### config.mk
export PLATFORM = sky130hd
export DESIGN_NAME = lane_mask_serializer
export DESIGN_NICKNAME = d
export VERILOG_FILES = /design/src/rtl/lane_ser_pkg.sv /design/src/rtl/lane_ffs.sv /design/src/rtl/lane_mask_serializer.sv
export SDC_FILE = /design/constraint.sdc
export NUM_CORES = 1
export LEC_CHECK = 0
export ABC_CLOCK_PERIOD_IN_PS = 4150
export CAP_MARGIN = 30
export CORE_ASPECT_RATIO = 1.25
export CORE_MARGIN = 2
export CORE_UTILIZATION = 35
export CTS_CLUSTER_SIZE = 16
export DETAILED_ROUTE_END_ITERATION = 7
export GPL_ROUTABILITY_DRIVEN = 0
export GPL_TIMING_DRIVEN = 0
export PLACE_DENSITY = 0.69
export RECOVER_POWER = 100
export SLEW_MARGIN = 25
export SYNTH_ARGS = -nofsm -noshare
export SYNTH_HDL_FRONTEND = slang
export SYNTH_SLANG_ARGS = --single-unit
### constraint.sdc
create_clock -name clock -period 4.15 [get_ports clock]
set_clock_uncertainty 0.05 [all_clocks]
set_input_delay 0.415 -clock clock [delete_from_list [all_inputs] [get_ports clock]]
set_output_delay 0.415 -clock clock [all_outputs]
set_load 0.005 [all_outputs]
### src/rtl/lane_ser_pkg.sv
// Shared types, default sizing and the popcount helper for the lane mask serializer.
package lane_ser_pkg;

  localparam int LANE_SER_WIDTH = 8;
  localparam int LANE_SER_IDX_W = $clog2(LANE_SER_WIDTH);
  // Popcount operates on a fixed wide vector; callers zero-extend their mask.
  localparam int LANE_SER_MAX_W = 64;

  typedef enum logic [0:0] {ST_IDLE, ST_WALK} lane_ser_state_t;

  function automatic int unsigned lane_popcount(input logic [LANE_SER_MAX_W-1:0] v);
    int unsigned n;
    n = 0;
    for (int i = 0; i < LANE_SER_MAX_W; i++) n = n + {31'd0, v[i]};
    return n;
  endfunction

endpackage

### src/rtl/lane_ffs.sv
// Combinational first-set encoder: index of the lowest set bit, 0 when none.
module lane_ffs #(
  parameter int WIDTH = 8,
  parameter int IDX_W = $clog2(WIDTH)
) (
  input  logic [WIDTH-1:0] mask,
  output logic [IDX_W-1:0] idx,
  output logic             found
);

  // Scan high to low so the lowest set bit is the final winner.
  always_comb begin
    idx   = '0;
    found = 1'b0;
    for (int i = WIDTH - 1; i >= 0; i--) begin
      if (mask[i]) begin
        idx   = IDX_W'(i);
        found = 1'b1;
      end
    end
  end

endmodule

### src/rtl/lane_mask_serializer.sv
// Walks an accepted lane mask and emits one set-lane index per handshake, lowest first.
// Define LANE_SER_B2B_EN to accept the next mask on the final index handshake (no idle bubble).
module lane_mask_serializer
  import lane_ser_pkg::*;
#(
  parameter int WIDTH = LANE_SER_WIDTH,
  parameter int IDX_W = $clog2(WIDTH)
) (
  input  logic             clock,
  input  logic             reset,
  input  logic             I_Mask_Valid,
  input  logic [WIDTH-1:0] I_Mask,
  output logic             O_Mask_Ready,
  output logic             O_Idx_Valid,
  output logic [IDX_W-1:0] O_Idx,
  output logic             O_Last,
  input  logic             I_Idx_Ready,
  output logic [IDX_W:0]   O_Remain,
  output logic             O_Empty
);

  lane_ser_state_t  state;
  logic [WIDTH-1:0] r_mask;
  logic             r_empty;

  logic [IDX_W-1:0] ffs_idx;
  logic             ffs_found;
  logic [WIDTH-1:0] mask_clr;
  logic             last_raw;
  logic             walking;
  logic             mask_acc;
  logic             idx_hs;

  lane_ffs #(.WIDTH(WIDTH), .IDX_W(IDX_W)) u_ffs (
    .mask  (r_mask),
    .idx   (ffs_idx),
    .found (ffs_found)
  );

  // Clearing the lowest set bit is the same as clearing bit ffs_idx.
  assign mask_clr = r_mask & (r_mask - WIDTH'(1));
  assign last_raw = ffs_found && (mask_clr == '0);
  assign walking  = (state == ST_WALK);

  assign O_Idx_Valid = !reset && walking;
  assign O_Idx       = reset ? '0 : ffs_idx;
  assign O_Last      = !reset && last_raw;
  assign O_Remain    = (reset || !walking) ? '0
                     : (IDX_W+1)'(lane_popcount(LANE_SER_MAX_W'(r_mask)));
  assign O_Empty     = !reset && r_empty;

`ifdef LANE_SER_B2B_EN
  assign O_Mask_Ready = !reset && (walking ? (last_raw && I_Idx_Ready) : 1'b1);
`else
  assign O_Mask_Ready = !reset && !walking;
`endif

  assign mask_acc = I_Mask_Valid && O_Mask_Ready;
  assign idx_hs   = O_Idx_Valid && I_Idx_Ready;

  always_ff @(posedge clock) begin
    if (reset) begin
      state   <= ST_IDLE;
      r_mask  <= '0;
      r_empty <= 1'b0;
    end else begin
      r_empty <= mask_acc && (I_Mask == '0);
      case (state)
        ST_IDLE: begin
          if (mask_acc && (I_Mask != '0)) begin
            r_mask <= I_Mask;
            state  <= ST_WALK;
          end
        end
        ST_WALK: begin
          if (idx_hs) begin
            // mask_acc can only fire here on the last index with back-to-back enabled
            if (mask_acc) begin
              r_mask <= I_Mask;
              state  <= (I_Mask != '0) ? ST_WALK : ST_IDLE;
            end else begin
              r_mask <= mask_clr;
              if (last_raw) state <= ST_IDLE;
            end
          end
        end
        default: state <= ST_IDLE;
      endcase
    end
  end

endmodule
==> impl_metrics.env <==
export IMPL_startpoint_type="register"
export IMPL_final_cell_mix="inv_1, clkdlybuf4s50_1, dlygate4sd3_1, nor3_1, dfxtp_1"
export IMPL_setup_viol=0
export IMPL_clk_pin_slew_ns=0.07
export IMPL_syn_inst=104
export IMPL_powerDensity_nw_per_um2=303
export IMPL_clockRootBuffer="clkbuf_4"
export IMPL_layout_drive_gt1_share_pct=9.23
export IMPL_critical_path_required_ns=3.68
export IMPL_num_vias=899
export IMPL_cts_path_max_buffers=2
export IMPL_status="complete, no violations"
export IMPL_slew_viol_final=0
export IMPL_crit_end="O_Remain[1]"
export IMPL_grt_antenna_before_repair=0
export IMPL_grt_use_total_pct=16.7
export IMPL_pin_count=23
export IMPL_clock_latency_ns=0.28
export IMPL_die_h_um=59.7
export IMPL_drtAntennaViolNets=0
export IMPL_synth_fp_nets=125
export IMPL_crit_arrival_ns=3.55
export IMPL_core_area_um2=2400
export IMPL_yosysWarnings=0
export IMPL_worst_r2r_endpoint="state"
export IMPL_tns_ns=0
export IMPL_fin_crit_sh_pct=96.6
export IMPL_leakagePower_uw=0.000484
export IMPL_max_freq_ghz=0.249
export IMPL_drc=0
export IMPL_cts_sinks=10
export IMPL_worstRegToRegCells=6
export IMPL_die_area_um2=2900
export IMPL_htree_levels=1
export IMPL_finalPower_uw=352
export IMPL_rrSetupSlack_ns=2.14
export IMPL_worstHoldPathType="register to register"
export IMPL_post_cts_buffers=0
export IMPL_startpoint="r_mask[0]"
export IMPL_synth_area_um2=870
export IMPL_hold_viol_final=0
export IMPL_design_area_um2=1160
export IMPL_viasPerCell=5.52
export IMPL_synthArstFlopShare_pct=0
export IMPL_post_route_util_pct=48.4
export IMPL_ys_flop_type="dfxtp_1"
export IMPL_maxCapViolCount=0
export IMPL_grt_pass1_wl_um=3800
export IMPL_worstPathMaxFanout=8
export IMPL_antenna_cells=0
export IMPL_yosysSeqAreaShare_pct=23.0
export IMPL_ys_ff_latch=10
export IMPL_die_x_um=48.6
export IMPL_ir_drop_mv=0.179
export IMPL_max_slew_margin_rel_pct=32.3
export IMPL_period_minus_slack_ns=4.01
export IMPL_wire_per_inst_um=13.9
export IMPL_first_iter_violations=20
export IMPL_overflow=0
export IMPL_place_area_um2=1130
export IMPL_rows=20
export IMPL_nets=152
export IMPL_cts_buffers=3
export IMPL_grt_pass1_vias=913
export IMPL_hold_ws_ns=0.582
export IMPL_start_util_pct=36.2
export IMPL_tightest_slew_ns=1.01
export IMPL_syn_to_final_growth_pct=33.7
export IMPL_grt_max_degree=11
export IMPL_io_buffers=22
export IMPL_tritoncts="done"
export IMPL_r2r_start="r_mask[1]"
export IMPL_critical_path_class="register to output port"
export IMPL_postCtsResizedCells=0
export IMPL_dpl_hpwl_um=1790
export IMPL_ctsHoldBuffers=0
export IMPL_yosysUniqueCellTypes=39
export IMPL_cp_end_kind="output port"
export IMPL_synth_edf_count=0
export IMPL_rsz0062_at_grt="no"
export IMPL_syn_area_per_cell_um2=8.36
export IMPL_final_common_cell="inv_1"
export IMPL_dr_pass1_iters=4
export IMPL_wl_um=2260
critical path, stage by stage, from the launching register on:
cell and delay (ns):
dfxtp_4 0.38, fa_1 0.53, inv_1 0.05, fa_1 0.44, fa_1 0.49, inv_1 0.04, ha_1 0.20, fa_1 0.49
and3_1 0.16, clkdlybuf4s50_1 0.49
metrics by stage:
step / setup WS [ns] / cells
finish: 0.139 / 163
global route: 0.0425 / 163
CTS: 0.00568 / 163
detailed placement: 0.314 / 159
global placement: 0.358 / 159
floorplan: 0.942 / 104
area by class of cell:
class / count / area [um2]
clock buffers: 4 / 36.3
flip-flops and latches: 10 / 206
repair buffers: 22 / 220
inverters: 15 / 56.3
plain buffers: 2 / 7.51
fillers: 259 / 1240
multi-input cells: 77 / 594
well taps: 33 / 41.3
routing by layer:
layer | track usage (%) | vias to the layer above | part of all wire, %
met5 | 0 | - | 0
met4 | 8.16 | 0 | 1.1
met3 | 1.50 | 3 | 5.0
met2 | 32.9 | 33 | 52
met1 | 18.2 | 424 | 42
li1 | - | 439 | -
worst min-delay path by stage:
| stage | cells past startpoint | end | from | slack, ns |
|---|---|---|---|---|
| final | 1 | r_mask[3] | r_mask[3] | 0.58 |
| after floorplan | 1 | r_mask[2] | I_Mask[2] | 0.49 |
| after detailed placement | 1 | r_mask[6] | r_mask[6] | 0.62 |
| after global placement | 1 | r_mask[6] | r_mask[6] | 0.61 |
| after global routing | 1 | r_mask[3] | r_mask[3] | 0.61 |
| after CTS | 1 | r_mask[6] | r_mask[6] | 0.64 |
state kept, by name, indices dropped and copies added, names as in the netlist:
signal   cells
r_mask       8
r_empty      1
state        1
where the power goes:
part,internal [uW],switching (uW)
registers,105,16.3
logic,67.5,71.4
clock network,53.4,38.7
cell families after synthesis:
| group | share of synthesized area (%) |
|---|---|
| mux | 1.15 |
| compound gates | 26.9 |
| xor+xnor | 1.01 |
| simple gates | 24.2 |
| fa+ha+maj | 16.4 |
| buf+inv | 7.34 |
| flops | 23.0 |
Yosys cell counts (2+ instances only):
master | n | share of area, %
or3_1 | 2 | 1.4
nor4_2 | 2 | 2.9
a21oi_1 | 3 | 1.7
o21ai_1 | 6 | 3.5
or4_1 | 3 | 2.6
ha_1 | 5 | 7.2
o21ai_0 | 3 | 1.7
a32o_1 | 3 | 3.5
dfxtp_1 | 10 | 23
fa_1 | 4 | 9.2
a211oi_1 | 3 | 2.6
nor2_1 | 5 | 2.2
o22ai_1 | 2 | 1.4
nand2_1 | 4 | 1.7
and3_1 | 3 | 2.2
inv_1 | 14 | 6.0
clkbuf_1 | 2 | 0.86
nor2b_1 | 2 | 1.4
nor3_1 | 7 | 4.0
nand3_1 | 2 | 1.2
Note: power is estimated with default switching activity, not from simulation.
